## src/rtl/uart_fifo_core.sv

```systemverilog
// Full-duplex UART with runtime framing (5-8 data bits, parity, 1/2 stop) and TX/RX FIFOs.
// Framing and bit period are captured at the start of each frame; RX entries carry error flags.
module uart_fifo_core #(
  parameter int unsigned CLOCK_DIVIDER_WIDTH = 16,
  parameter int unsigned TX_DEPTH_LOG2       = 4,
  parameter int unsigned RX_DEPTH_LOG2       = 4
) (
  input  logic                           clock_i,
  input  logic                           reset_i,
  input  logic [CLOCK_DIVIDER_WIDTH-1:0] clock_divider_i,
  input  logic [1:0]                     data_bits_i,
  input  logic                           parity_bit_i,
  input  logic                           parity_even_i,
  input  logic                           two_stop_bits_i,
  input  logic [7:0]                     tx_data_i,
  input  logic                           tx_valid_i,
  output logic                           tx_ready_o,
  output logic                           tx_busy_o,
  output logic [TX_DEPTH_LOG2:0]         tx_level_o,
  output logic                           serial_o,
  input  logic                           serial_i,
  output logic [7:0]                     rx_data_o,
  output logic                           rx_parity_err_o,
  output logic                           rx_frame_err_o,
  output logic                           rx_valid_o,
  input  logic                           rx_ready_i,
  output logic [RX_DEPTH_LOG2:0]         rx_level_o,
  output logic                           rx_overrun_o,
  input  logic                           overrun_clear_i
);
  localparam int unsigned Cdw = CLOCK_DIVIDER_WIDTH;
  localparam logic [TX_DEPTH_LOG2:0] TxFull = {1'b1, {TX_DEPTH_LOG2{1'b0}}};
  localparam logic [RX_DEPTH_LOG2:0] RxFull = {1'b1, {RX_DEPTH_LOG2{1'b0}}};

  typedef enum logic [2:0] {TxIdle, TxStart, TxData, TxParity, TxStop} tx_state_e;
  typedef enum logic [2:0] {RxIdle, RxStart, RxData, RxParity, RxStop, RxBreak} rx_state_e;

  logic [Cdw-1:0] div_eff;
  logic [7:0]     cfg_mask;
  assign div_eff  = (clock_divider_i < Cdw'(4)) ? Cdw'(4) : clock_divider_i;
  assign cfg_mask = 8'hFF >> (~data_bits_i);

  // ---------------------------------------------------------------- TX FIFO
  logic [7:0]               tx_mem_q [2**TX_DEPTH_LOG2];
  logic [TX_DEPTH_LOG2-1:0] tx_wr_q, tx_rd_q;
  logic [TX_DEPTH_LOG2:0]   tx_cnt_q;
  logic                     tx_push, tx_pop;

  assign tx_ready_o = (tx_cnt_q != TxFull);
  assign tx_push    = tx_valid_i && tx_ready_o;
  assign tx_level_o = tx_cnt_q;

  always_ff @(posedge clock_i) begin
    if (tx_push) tx_mem_q[tx_wr_q] <= tx_data_i;
  end

  always_ff @(posedge clock_i) begin
    if (reset_i) begin
      tx_wr_q  <= '0;
      tx_rd_q  <= '0;
      tx_cnt_q <= '0;
    end else begin
      if (tx_push) tx_wr_q <= tx_wr_q + 1'b1;
      if (tx_pop)  tx_rd_q <= tx_rd_q + 1'b1;
      unique case ({tx_push, tx_pop})
        2'b10:   tx_cnt_q <= tx_cnt_q + 1'b1;
        2'b01:   tx_cnt_q <= tx_cnt_q - 1'b1;
        default: tx_cnt_q <= tx_cnt_q;
      endcase
    end
  end

  // ---------------------------------------------------------------- TX FSM
  tx_state_e      tx_st_q;
  logic [Cdw-1:0] tx_tmr_q, tx_div_q;
  logic [7:0]     tx_shift_q, tx_load;
  logic [2:0]     tx_bit_q;
  logic           tx_par_en_q, tx_par_q, tx_two_q, tx_stop_more_q, serial_q;
  logic           tx_load_par, tx_line;

  assign tx_load     = tx_mem_q[tx_rd_q] & cfg_mask;
  assign tx_load_par = parity_even_i ? ^tx_load : ~^tx_load;
  // Pop from idle, or at the end of the last stop bit so frames run back to back.
  assign tx_pop = (tx_cnt_q != '0) &&
                  ((tx_st_q == TxIdle) ||
                   (tx_st_q == TxStop && tx_tmr_q == '0 && !tx_stop_more_q));
  assign tx_busy_o = (tx_cnt_q != '0) || (tx_st_q != TxIdle);
  assign serial_o  = serial_q;

  always_comb begin
    tx_line = 1'b1;
    unique case (tx_st_q)
      TxStart:  tx_line = 1'b0;
      TxData:   tx_line = tx_shift_q[0];
      TxParity: tx_line = tx_par_q;
      default:  tx_line = 1'b1;
    endcase
  end

  always_ff @(posedge clock_i) begin
    if (reset_i) begin
      tx_st_q        <= TxIdle;
      tx_tmr_q       <= '0;
      tx_div_q       <= Cdw'(4);
      tx_shift_q     <= '0;
      tx_bit_q       <= '0;
      tx_par_en_q    <= 1'b0;
      tx_par_q       <= 1'b0;
      tx_two_q       <= 1'b0;
      tx_stop_more_q <= 1'b0;
      serial_q       <= 1'b1;
    end else begin
      serial_q <= tx_line;
      if (tx_st_q != TxIdle) begin
        if (tx_tmr_q != '0) begin
          tx_tmr_q <= tx_tmr_q - 1'b1;
        end else begin
          tx_tmr_q <= tx_div_q - 1'b1;
          unique case (tx_st_q)
            TxStart: tx_st_q <= TxData;
            TxData: begin
              tx_shift_q <= tx_shift_q >> 1;
              if (tx_bit_q == '0) begin
                tx_st_q        <= tx_par_en_q ? TxParity : TxStop;
                tx_stop_more_q <= tx_two_q;
              end else begin
                tx_bit_q <= tx_bit_q - 1'b1;
              end
            end
            TxParity: begin
              tx_st_q        <= TxStop;
              tx_stop_more_q <= tx_two_q;
            end
            TxStop: begin
              if (tx_stop_more_q) tx_stop_more_q <= 1'b0;
              else                tx_st_q        <= TxIdle;
            end
            default: tx_st_q <= TxIdle;
          endcase
        end
      end
      if (tx_pop) begin
        tx_st_q     <= TxStart;
        tx_tmr_q    <= div_eff - 1'b1;
        tx_div_q    <= div_eff;
        tx_shift_q  <= tx_load;
        tx_par_q    <= tx_load_par;
        tx_bit_q    <= {1'b1, data_bits_i};
        tx_par_en_q <= parity_bit_i;
        tx_two_q    <= two_stop_bits_i;
      end
    end
  end

  // ---------------------------------------------------------------- RX FSM
  rx_state_e      rx_st_q;
  logic           rx_meta_q, rx_sync_q, rx_prev_q;
  logic [Cdw-1:0] rx_tmr_q, rx_div_q;
  logic [7:0]     rx_data_q;
  logic [2:0]     rx_idx_q, rx_last_q;
  logic           rx_par_en_q, rx_even_q, rx_perr_q;
  logic           rx_tick, rx_push;
  logic [9:0]     rx_push_word;

  assign rx_tick      = (rx_tmr_q == '0);
  assign rx_push      = (rx_st_q == RxStop) && rx_tick;
  assign rx_push_word = {~rx_sync_q, rx_perr_q, rx_data_q};

  always_ff @(posedge clock_i) begin
    if (reset_i) begin
      rx_meta_q <= 1'b1;
      rx_sync_q <= 1'b1;
      rx_prev_q <= 1'b1;
    end else begin
      rx_meta_q <= serial_i;
      rx_sync_q <= rx_meta_q;
      rx_prev_q <= rx_sync_q;
    end
  end

  always_ff @(posedge clock_i) begin
    if (reset_i) begin
      rx_st_q     <= RxIdle;
      rx_tmr_q    <= '0;
      rx_div_q    <= Cdw'(4);
      rx_data_q   <= '0;
      rx_idx_q    <= '0;
      rx_last_q   <= '0;
      rx_par_en_q <= 1'b0;
      rx_even_q   <= 1'b0;
      rx_perr_q   <= 1'b0;
    end else begin
      if (!rx_tick) rx_tmr_q <= rx_tmr_q - 1'b1;
      unique case (rx_st_q)
        RxIdle: begin
          if (rx_prev_q && !rx_sync_q) begin
            rx_st_q     <= RxStart;
            rx_tmr_q    <= (div_eff >> 1) - 1'b1;
            rx_div_q    <= div_eff;
            rx_last_q   <= {1'b1, data_bits_i};
            rx_par_en_q <= parity_bit_i;
            rx_even_q   <= parity_even_i;
          end
        end
        RxStart: begin
          if (rx_tick) begin
            if (rx_sync_q) begin
              rx_st_q <= RxIdle;
            end else begin
              rx_st_q   <= RxData;
              rx_tmr_q  <= rx_div_q - 1'b1;
              rx_idx_q  <= '0;
              rx_data_q <= '0;
              rx_perr_q <= 1'b0;
            end
          end
        end
        RxData: begin
          if (rx_tick) begin
            rx_data_q[rx_idx_q] <= rx_sync_q;
            rx_tmr_q            <= rx_div_q - 1'b1;
            if (rx_idx_q == rx_last_q) rx_st_q  <= rx_par_en_q ? RxParity : RxStop;
            else                       rx_idx_q <= rx_idx_q + 1'b1;
          end
        end
        RxParity: begin
          if (rx_tick) begin
            rx_perr_q <= rx_sync_q != (rx_even_q ? ^rx_data_q : ~^rx_data_q);
            rx_tmr_q  <= rx_div_q - 1'b1;
            rx_st_q   <= RxStop;
          end
        end
        // A low stop bit is treated as a possible break: re-arm only once the line is high.
        RxStop:  if (rx_tick) rx_st_q <= rx_sync_q ? RxIdle : RxBreak;
        RxBreak: if (rx_sync_q) rx_st_q <= RxIdle;
        default: rx_st_q <= RxIdle;
      endcase
    end
  end

  // ---------------------------------------------------------------- RX FIFO
  logic [9:0]               rx_mem_q [2**RX_DEPTH_LOG2];
  logic [RX_DEPTH_LOG2-1:0] rx_wr_q, rx_rd_q;
  logic [RX_DEPTH_LOG2:0]   rx_cnt_q;
  logic                     rx_full, rx_pop, rx_wr, rx_drop, rx_ovr_q;
  logic [9:0]               rx_head;

  assign rx_full    = (rx_cnt_q == RxFull);
  assign rx_valid_o = (rx_cnt_q != '0);
  assign rx_pop     = rx_ready_i && rx_valid_o;
  assign rx_wr      = rx_push && (!rx_full || rx_pop);
  assign rx_drop    = rx_push && rx_full && !rx_pop;
  assign rx_head    = rx_mem_q[rx_rd_q];

  assign rx_data_o       = rx_valid_o ? rx_head[7:0] : 8'h00;
  assign rx_parity_err_o = rx_valid_o && rx_head[8];
  assign rx_frame_err_o  = rx_valid_o && rx_head[9];
  assign rx_level_o      = rx_cnt_q;
  assign rx_overrun_o    = rx_ovr_q;

  always_ff @(posedge clock_i) begin
    if (rx_wr) rx_mem_q[rx_wr_q] <= rx_push_word;
  end

  always_ff @(posedge clock_i) begin
    if (reset_i) begin
      rx_wr_q  <= '0;
      rx_rd_q  <= '0;
      rx_cnt_q <= '0;
      rx_ovr_q <= 1'b0;
    end else begin
      if (rx_wr)  rx_wr_q <= rx_wr_q + 1'b1;
      if (rx_pop) rx_rd_q <= rx_rd_q + 1'b1;
      unique case ({rx_wr, rx_pop})
        2'b10:   rx_cnt_q <= rx_cnt_q + 1'b1;
        2'b01:   rx_cnt_q <= rx_cnt_q - 1'b1;
        default: rx_cnt_q <= rx_cnt_q;
      endcase
      if (rx_drop)              rx_ovr_q <= 1'b1;
      else if (overrun_clear_i) rx_ovr_q <= 1'b0;
    end
  end

endmodule

```

## config.mk

```make
export PLATFORM = sky130hd
export DESIGN_NAME = uart_fifo_core
export DESIGN_NICKNAME = d
export VERILOG_FILES = /design/src/rtl/uart_fifo_core.sv
export SDC_FILE = /design/constraint.sdc
export NUM_CORES = 1
export LEC_CHECK = 0
export ABC_AREA = 0
export BUFFER_PORTS_ARGS = -buffer_cell sky130_fd_sc_hd__buf_2
export CORE_ASPECT_RATIO = 1.2
export CORE_UTILIZATION = 60
export DETAILED_ROUTE_END_ITERATION = 7
export PLACE_DENSITY_LB_ADDON = 0.1
export SETUP_SLACK_MARGIN = 0.02
export SLEW_MARGIN = 40
export SYNTH_ARGS = -nofsm -noshare
export SYNTH_HDL_FRONTEND = slang
export SYNTH_SLANG_ARGS = --single-unit
```

## constraint.sdc

```tcl
create_clock -name clock_i -period 4.4 [get_ports clock_i]
set_clock_uncertainty 0.05 [all_clocks]
set_input_delay 0.44 -clock clock_i [delete_from_list [all_inputs] [get_ports clock_i]]
set_output_delay 0.44 -clock clock_i [all_outputs]
set_load 0.005 [all_outputs]
```

==> flow_metrics.env, run 1 <==
export IMPL_antenna_cells=0
export IMPL_fp_coreArea_um2=31400
export IMPL_antenna_found_initial=1
export IMPL_tightest_slew_ns=0.774
export IMPL_synth_compound_area_frac=0.0880
export IMPL_cpPeakStageDelay_ns=0.68
export IMPL_p_leak_nw=7.15
export IMPL_via_count=11800
export IMPL_yosysSeqAreaShare=0.601
export IMPL_dp_hpwl_mm=26.6
export IMPL_fin_nets=1600
export IMPL_cp_slowest_cell="dfxtp_2"
export IMPL_fin_crit_sh=0.787
export IMPL_post_cts_buffers=0
export IMPL_wirelength_mm=39.7
export IMPL_cts_max_path_buffers=3
export IMPL_multi_input_area_um2=7130
export IMPL_grt_usage=0.250
export IMPL_synth_cells=1496
export IMPL_post_synth_and_or_nand_nor_area_fraction=0.123
export IMPL_numCtsBuffers=42
export IMPL_cts_root_buf="clkbuf_16"
export IMPL_post_route_min_period_ns=3.46
export IMPL_yosysWarnings=0
export IMPL_max_slew_margin=0.484
export IMPL_postSynth_asyncResetShare=0
export IMPL_drt_iter0_drc=809
export IMPL_hold_viol=0
export IMPL_finalSetupTns_ns=0
export IMPL_synth_ff_type="edfxtp_1"
export IMPL_clkLatencyLatePin_ns=0.55
export IMPL_drc=0
export IMPL_synth_fa_ha_area_frac=0.0185
export IMPL_synth_area_um2=19100
export IMPL_cts_tree="yes"
export IMPL_cts_resized=0
export IMPL_fp_dieArea_um2=32500
export IMPL_die_h_um=197
export IMPL_numPortBuffers=59
export IMPL_path_delay_family="multiplexers"
export IMPL_synth_fp_nets=1558
export IMPL_seq_area_um2=11500
export IMPL_rsz0062_at_grt="no"
export IMPL_drv_slew=0
export IMPL_fmax_ghz=0.289
export IMPL_gp_congestion=0.883
export IMPL_rows=71
export IMPL_crit_chain="buf_4 -> mux4_2 -> mux4_2 -> and2_1 -> buf_2"
export IMPL_h_tree_depth=2
export IMPL_synth_edf_count=288
export IMPL_power_density_nw_per_um2=574
export IMPL_ant_nets=0
export IMPL_wire_per_inst_um=20.2
export IMPL_status="completed"
export IMPL_criticalPathCategory="flip-flop to primary output"
export IMPL_required_ns=3.91
export IMPL_io_pins=60
export IMPL_ys_ff_latch=429
export IMPL_grt_pass1_vias=11500
export IMPL_grt_max_degree=100
export IMPL_crit_buf_inv=2
export IMPL_worstPathArrival_ns=2.97
export IMPL_avgSynthCellArea_um2=12.8
export IMPL_dr_pass1_iters=5
export IMPL_end_kind="primary output"
export IMPL_synthDistinctLibCells=83
export IMPL_cp_max_fo=14
export IMPL_max_cap_viol_count=0
export IMPL_gr_total_overflow=0
export IMPL_cp_start_kind="flip-flop"
export IMPL_synth_top_family_by_area="simple AND/OR/NAND/NOR gates"
export IMPL_start_util=0.609
export IMPL_cts_hold_buf=0
export IMPL_min_path_type="input port to flip-flop"
export IMPL_drive_above_1_share=0.181
export IMPL_grt_pass1_wl_mm=62.3
export IMPL_synth_xor_area_frac=0.0420
export IMPL_synthToLayoutAreaGrowth_pct=10.8
export IMPL_setup_violations=0
export IMPL_clock_sinks=429
export IMPL_die_w_um=165
export IMPL_synth_mux_area_fraction=0.101
export IMPL_clk_pin_slew_ns=0.06
export IMPL_num_fill_cells=2292
export IMPL_cp_common_cell="mux4_2"
export IMPL_power_w=0.0121
export IMPL_avgViaCountPerCell=5.99
export IMPL_ir_drop_v=0.000486
[area by class of cell]
class / instances / share of cell area
clock buffers: 59 / 0.0551
clock inverters: 18 / 0.0109
inverters: 36 / 0.00663
multi-input cells: 947 / 0.337
flip-flops and latches: 429 / 0.543
well taps: 401 / 0.0237
repair buffers: 82 / 0.0236
[stage by stage]
stage	setup slack, ns	instances	hold WS [ns]	util	area (µm²)
floorplan	1.10	1496	0.339	-	19100
global placement	0.850	1895	0.342	0.629	19700
detailed placement	0.773	1895	0.343	0.629	19700
CTS	0.842	1972	0.0460	0.674	21100
global route	0.740	1972	0.0511	0.674	21100
finish	0.938	1972	0.0696	0.674	21100
[per-layer routing]
layer | vias to the layer above | global-route usage | wire [µm]
li1 | 5621 | - | -
met1 | 5855 | 0.331 | 16800
met2 | 281 | 0.428 | 20400
met3 | 64 | 0.0367 | 1740
met4 | 0 | 0.0676 | 796
met5 | - | 0 | 0
[placed cells by master, fill, tap and decap left out, types with 10 or more instances in the layout]
cell type    n
a211oi_1    13
a21oi_1    110
a22oi_1     22
a31oi_1     10
and2_1      21
buf_2       58
buf_4       21
clkbuf_1    12
clkbuf_16   42
dfxtp_1    137
edfxtp_1   288
ha_1        25
inv_1       34
mux4_2      83
nand2_1    148
nand2b_1    11
nand3_1     17
nor2_1     156
nor3_1      36
o21ai_0     35
or3_1       15
xnor2_1     52
xor2_1      37
[flip-flops by register name (all words and copies together) (netlist names), 4 cells and up, named ones only]
register / cells
tx_div_q: 16
rx_tmr_q: 16
rx_div_q: 16
tx_rd_q: 4
rx_rd_q: 4
tx_tmr_q: 16
tx_wr_q: 4
rx_wr_q: 4
rx_level_o: 5
rx_data_q: 8
tx_mem_q: 128
rx_mem_q: 160
tx_shift_q: 8
tx_level_o: 5
[worst paths after layout]
kind	startpoint	endpoint	slack, ns	cells after the start
hold reg to reg	rx_meta_q$_SDFF_PP1_	rx_sync_q$_SDFF_PP1_	0.36	1
setup / recovery	flip-flop	rx_data_o[4]	0.94	5
setup reg to reg	tx_level_o[0]$_SDFFE_PP0P_	tx_tmr_q[4]$_SDFFE_PP0N_	1.00	14
hold / removal	serial_i	rx_meta_q$_SDFF_PP1_	0.07	2
[Yosys cell counts (all sizes together), types with 3 or more instances]
master,instances,area share
edfxtp,288,0.45
nor2,163,0.032
nand2,150,0.030
dfxtp,141,0.15
a21oi,113,0.031
mux4,83,0.098
clkbuf,52,0.010
xnor2,52,0.024
nor3,43,0.014
o21ai,39,0.011
xor2,37,0.017
inv,35,0.0069
buf,32,0.0087
ha,25,0.016
and2,24,0.0080
a22oi,22,0.0087
nand3,17,0.0045
or3,16,0.0055
a211oi,15,0.0064
nor4,14,0.0076
a31oi,12,0.0055
nand2b,11,0.0036
a311oi,9,0.0041
or2,9,0.0030
a221oi,8,0.0037
nor2b,8,0.0026
nand4,7,0.0026
o31ai,6,0.0029
a21boi,5,0.0020
a21o,5,0.0020
o211ai,5,0.0020
o21a,5,0.0020
or4,5,0.0022
mux2i,4,0.0021
nor3b,4,0.0018
nand3b,3,0.0012
o31a,3,0.0014
[where the power goes]
part / switching, W / leakage, nW / total (W) / internal (W)
clock network: 0.00151 / 0.672 / 0.00357 / 0.00205
registers: 0.000339 / 3.79 / 0.00494 / 0.00460
logic: 0.00215 / 2.69 / 0.00363 / 0.00148
total: 0.00400 / 7.15 / 0.0121 / 0.00814
[logic make-up (layout without fill, tap and decap cells)]
logic type	Yosys count	count (layout)
AOI/OAI and AO/OA	259	259
xor gates and xnor gates	90	90
adders and majority gates	27	27
buffers and inverters	120	195
DFF	429	429
muxes	89	89
and+or+nand+nor	482	482
(Power assumes the default switching activity.)
==> inputs of run 2 (changes only) <==
Clock period 4.4 ns to 3.2 ns, I/O delays scaled along.
==> flow_metrics.env, run 2 (synthesized netlist as in run 1, its figures left out) <==
export IMPL_met3_length_mm=1.74
export IMPL_io_pins=60
export IMPL_wire_per_inst_um=20.3
export IMPL_setup_violations=0
export IMPL_required_ns=2.83
export IMPL_wirelength_mm=41.1
export IMPL_cts_tree="yes"
export IMPL_fp_coreArea_um2=31400
export IMPL_power_density_nw_per_um2=778
export IMPL_largest_reg_flops=160
export IMPL_antenna_cells=0
export IMPL_worstPathArrival_ns=2.62
export IMPL_final_common_cell="edfxtp_1"
export IMPL_pre_cts_slack_ns=0.0675
export IMPL_gr_total_overflow=0
export IMPL_cp_endpoint="rx_parity_err_o"
export IMPL_wl_met2_mm=21.4
export IMPL_drv_slew=0
export IMPL_hold_viol=0
export IMPL_fmax_ghz=0.334
export IMPL_finalSetupTns_ns=0
export IMPL_p_leak_nw=7.42
export IMPL_layout_common_cells="288 x edfxtp_1, 160 x nor2_1, 148 x nand2_1"
export IMPL_p_int_w=0.0112
export IMPL_rsz0062_at_grt="no"
export IMPL_antenna_found_initial=0
export IMPL_criticalPathCategory="flip-flop to primary output"
export IMPL_drc=0
export IMPL_die_h_um=197
export IMPL_largest_register="rx_mem_q"
export IMPL_reg_top3="rx_mem_q (160), tx_mem_q (128)"
export IMPL_status="completed"
export IMPL_switching_power_w=0.00549
export IMPL_setup_ws_ns=0.209
export IMPL_fin_nets=1656
export IMPL_grt_pass1_vias=11900
export IMPL_grt_usage=0.262
export IMPL_grt_max_degree=61
export IMPL_h_tree_depth=2
export IMPL_numPortBuffers=59
export IMPL_post_route_min_period_ns=2.99
export IMPL_avgViaCountPerCell=5.90
export IMPL_p_comb_frac=0.311
export IMPL_cp_start_kind="flip-flop"
export IMPL_place_area_um2=20100
export IMPL_drt_iter0_drc=1133
export IMPL_ir_drop_v=0.00118
export IMPL_fin_crit_sh=0.935
export IMPL_end_kind="primary output"
export IMPL_final_util=0.686
export IMPL_reg2reg_setup_slack_ns=0.22
export IMPL_tightest_slew_ns=0.796
export IMPL_min_path_type="input port to flip-flop"
export IMPL_synthToLayoutAreaGrowth_pct=12.8
export IMPL_switching_share=0.328
export IMPL_cts_root_buf="clkbuf_16"
export IMPL_wl_met1_mm=17.2
export IMPL_dr_pass1_iters=5
export IMPL_dp_hpwl_mm=27.3
export IMPL_drive_above_1_share=0.205
export IMPL_clockPowerShare=0.284
export IMPL_die_w_um=165
export IMPL_final_cell_area_um2=21500
export IMPL_max_cap_viol_count=0
export IMPL_highest_layer="met4"
export IMPL_via_count=12000
export IMPL_rows=71
export IMPL_r2r_end="rx_level_o[4]$_SDFFE_PP0P_"
export IMPL_ant_nets=0
export IMPL_clock_sinks=429
export IMPL_clkLatencyLatePin_ns=0.54
export IMPL_start_util=0.609
export IMPL_cts_max_path_buffers=3
export IMPL_clk_pin_slew_ns=0.06
export IMPL_gp_congestion=0.893
export IMPL_power_w=0.0167
export IMPL_cp_max_fo=40
export IMPL_seqPwrFrac=0.405
export IMPL_max_slew_margin=0.468
export IMPL_fp_dieArea_um2=32500
export IMPL_r2r_start="rx_level_o[0]$_SDFFE_PP0P_"
export IMPL_r2r_cells=11
export IMPL_numCtsBuffers=41
export IMPL_grt_pass1_wl_mm=65.1
-- run 2: metal layers --
| metal | vias up | global-route usage |
|---|---|---|
| li1 | 5741 | - |
| met5 | - | 0 |
| met1 | 5887 | 0.339 |
| met4 | 0 | 0.0744 |
| met2 | 283 | 0.461 |
| met3 | 54 | 0.0334 |
-- run 2: critical path, cell delays in order (launching register included) --
cell and delay (ns):
dfxtp_2 0.34, buf_12 0.30, mux4_2 0.58, mux4_2 0.53, and2_1 0.18, buf_2 0.12
-- run 2: layout make-up --
cell class / count / area (µm²)
sequential: 429 / 11500
fill: 2296 / 9840
multi-input combinational: 947 / 7120
clock buffer: 48 / 1060
timing repair buffer: 139 / 973
tap: 401 / 502
clock inverter: 27 / 244
inverter: 36 / 140
-- run 2: per-stage QoR --
step	hold slack, ns	std cells
2_1_floorplan	0.339	1496
3_3_place_gp	0.389	1945
3_5_place_dp	0.402	1945
4_1_cts	0.000816	2025
5_1_grt	0.00986	2027
6_report	0.0273	2027
-- run 2: worst min-delay path by stage --
stage | from | endpoint | cells past startpoint
after CTS | parity_bit_i | tx_par_en_q$_SDFFE_PP0N_ | 3
after detailed placement | tx_par_en_q$_SDFFE_PP0N_ | tx_par_en_q$_SDFFE_PP0N_ | 2
final | parity_bit_i | tx_par_en_q$_SDFFE_PP0N_ | 3
after global routing | parity_bit_i | rx_par_en_q$_SDFFE_PP0P_ | 3
after global placement | tx_par_en_q$_SDFFE_PP0N_ | tx_par_en_q$_SDFFE_PP0N_ | 2
after floorplan | rx_meta_q$_SDFF_PP1_ | rx_sync_q$_SDFF_PP1_ | 1
-- run 2: timing repair --
action | 4_1_cts | 5_1_grt
setup buffers | 0 | 2
hold endpoints to repair | 5 | 0
setup endpoints to repair | 0 | 6
resized for setup | 0 | 4
hold buffers | 5 | 0
-- run 2: power groups by stage --
stage	Combinational [W]	Sequential [W]	Clock, W
global route	0.00579	0.00684	0.00503
finish	0.00520	0.00678	0.00475
floorplan	0.00404	0.00675	0
global placement	0.00508	0.00687	0
CTS	0.00519	0.00677	0.00483
detailed placement	0.00514	0.00689	0
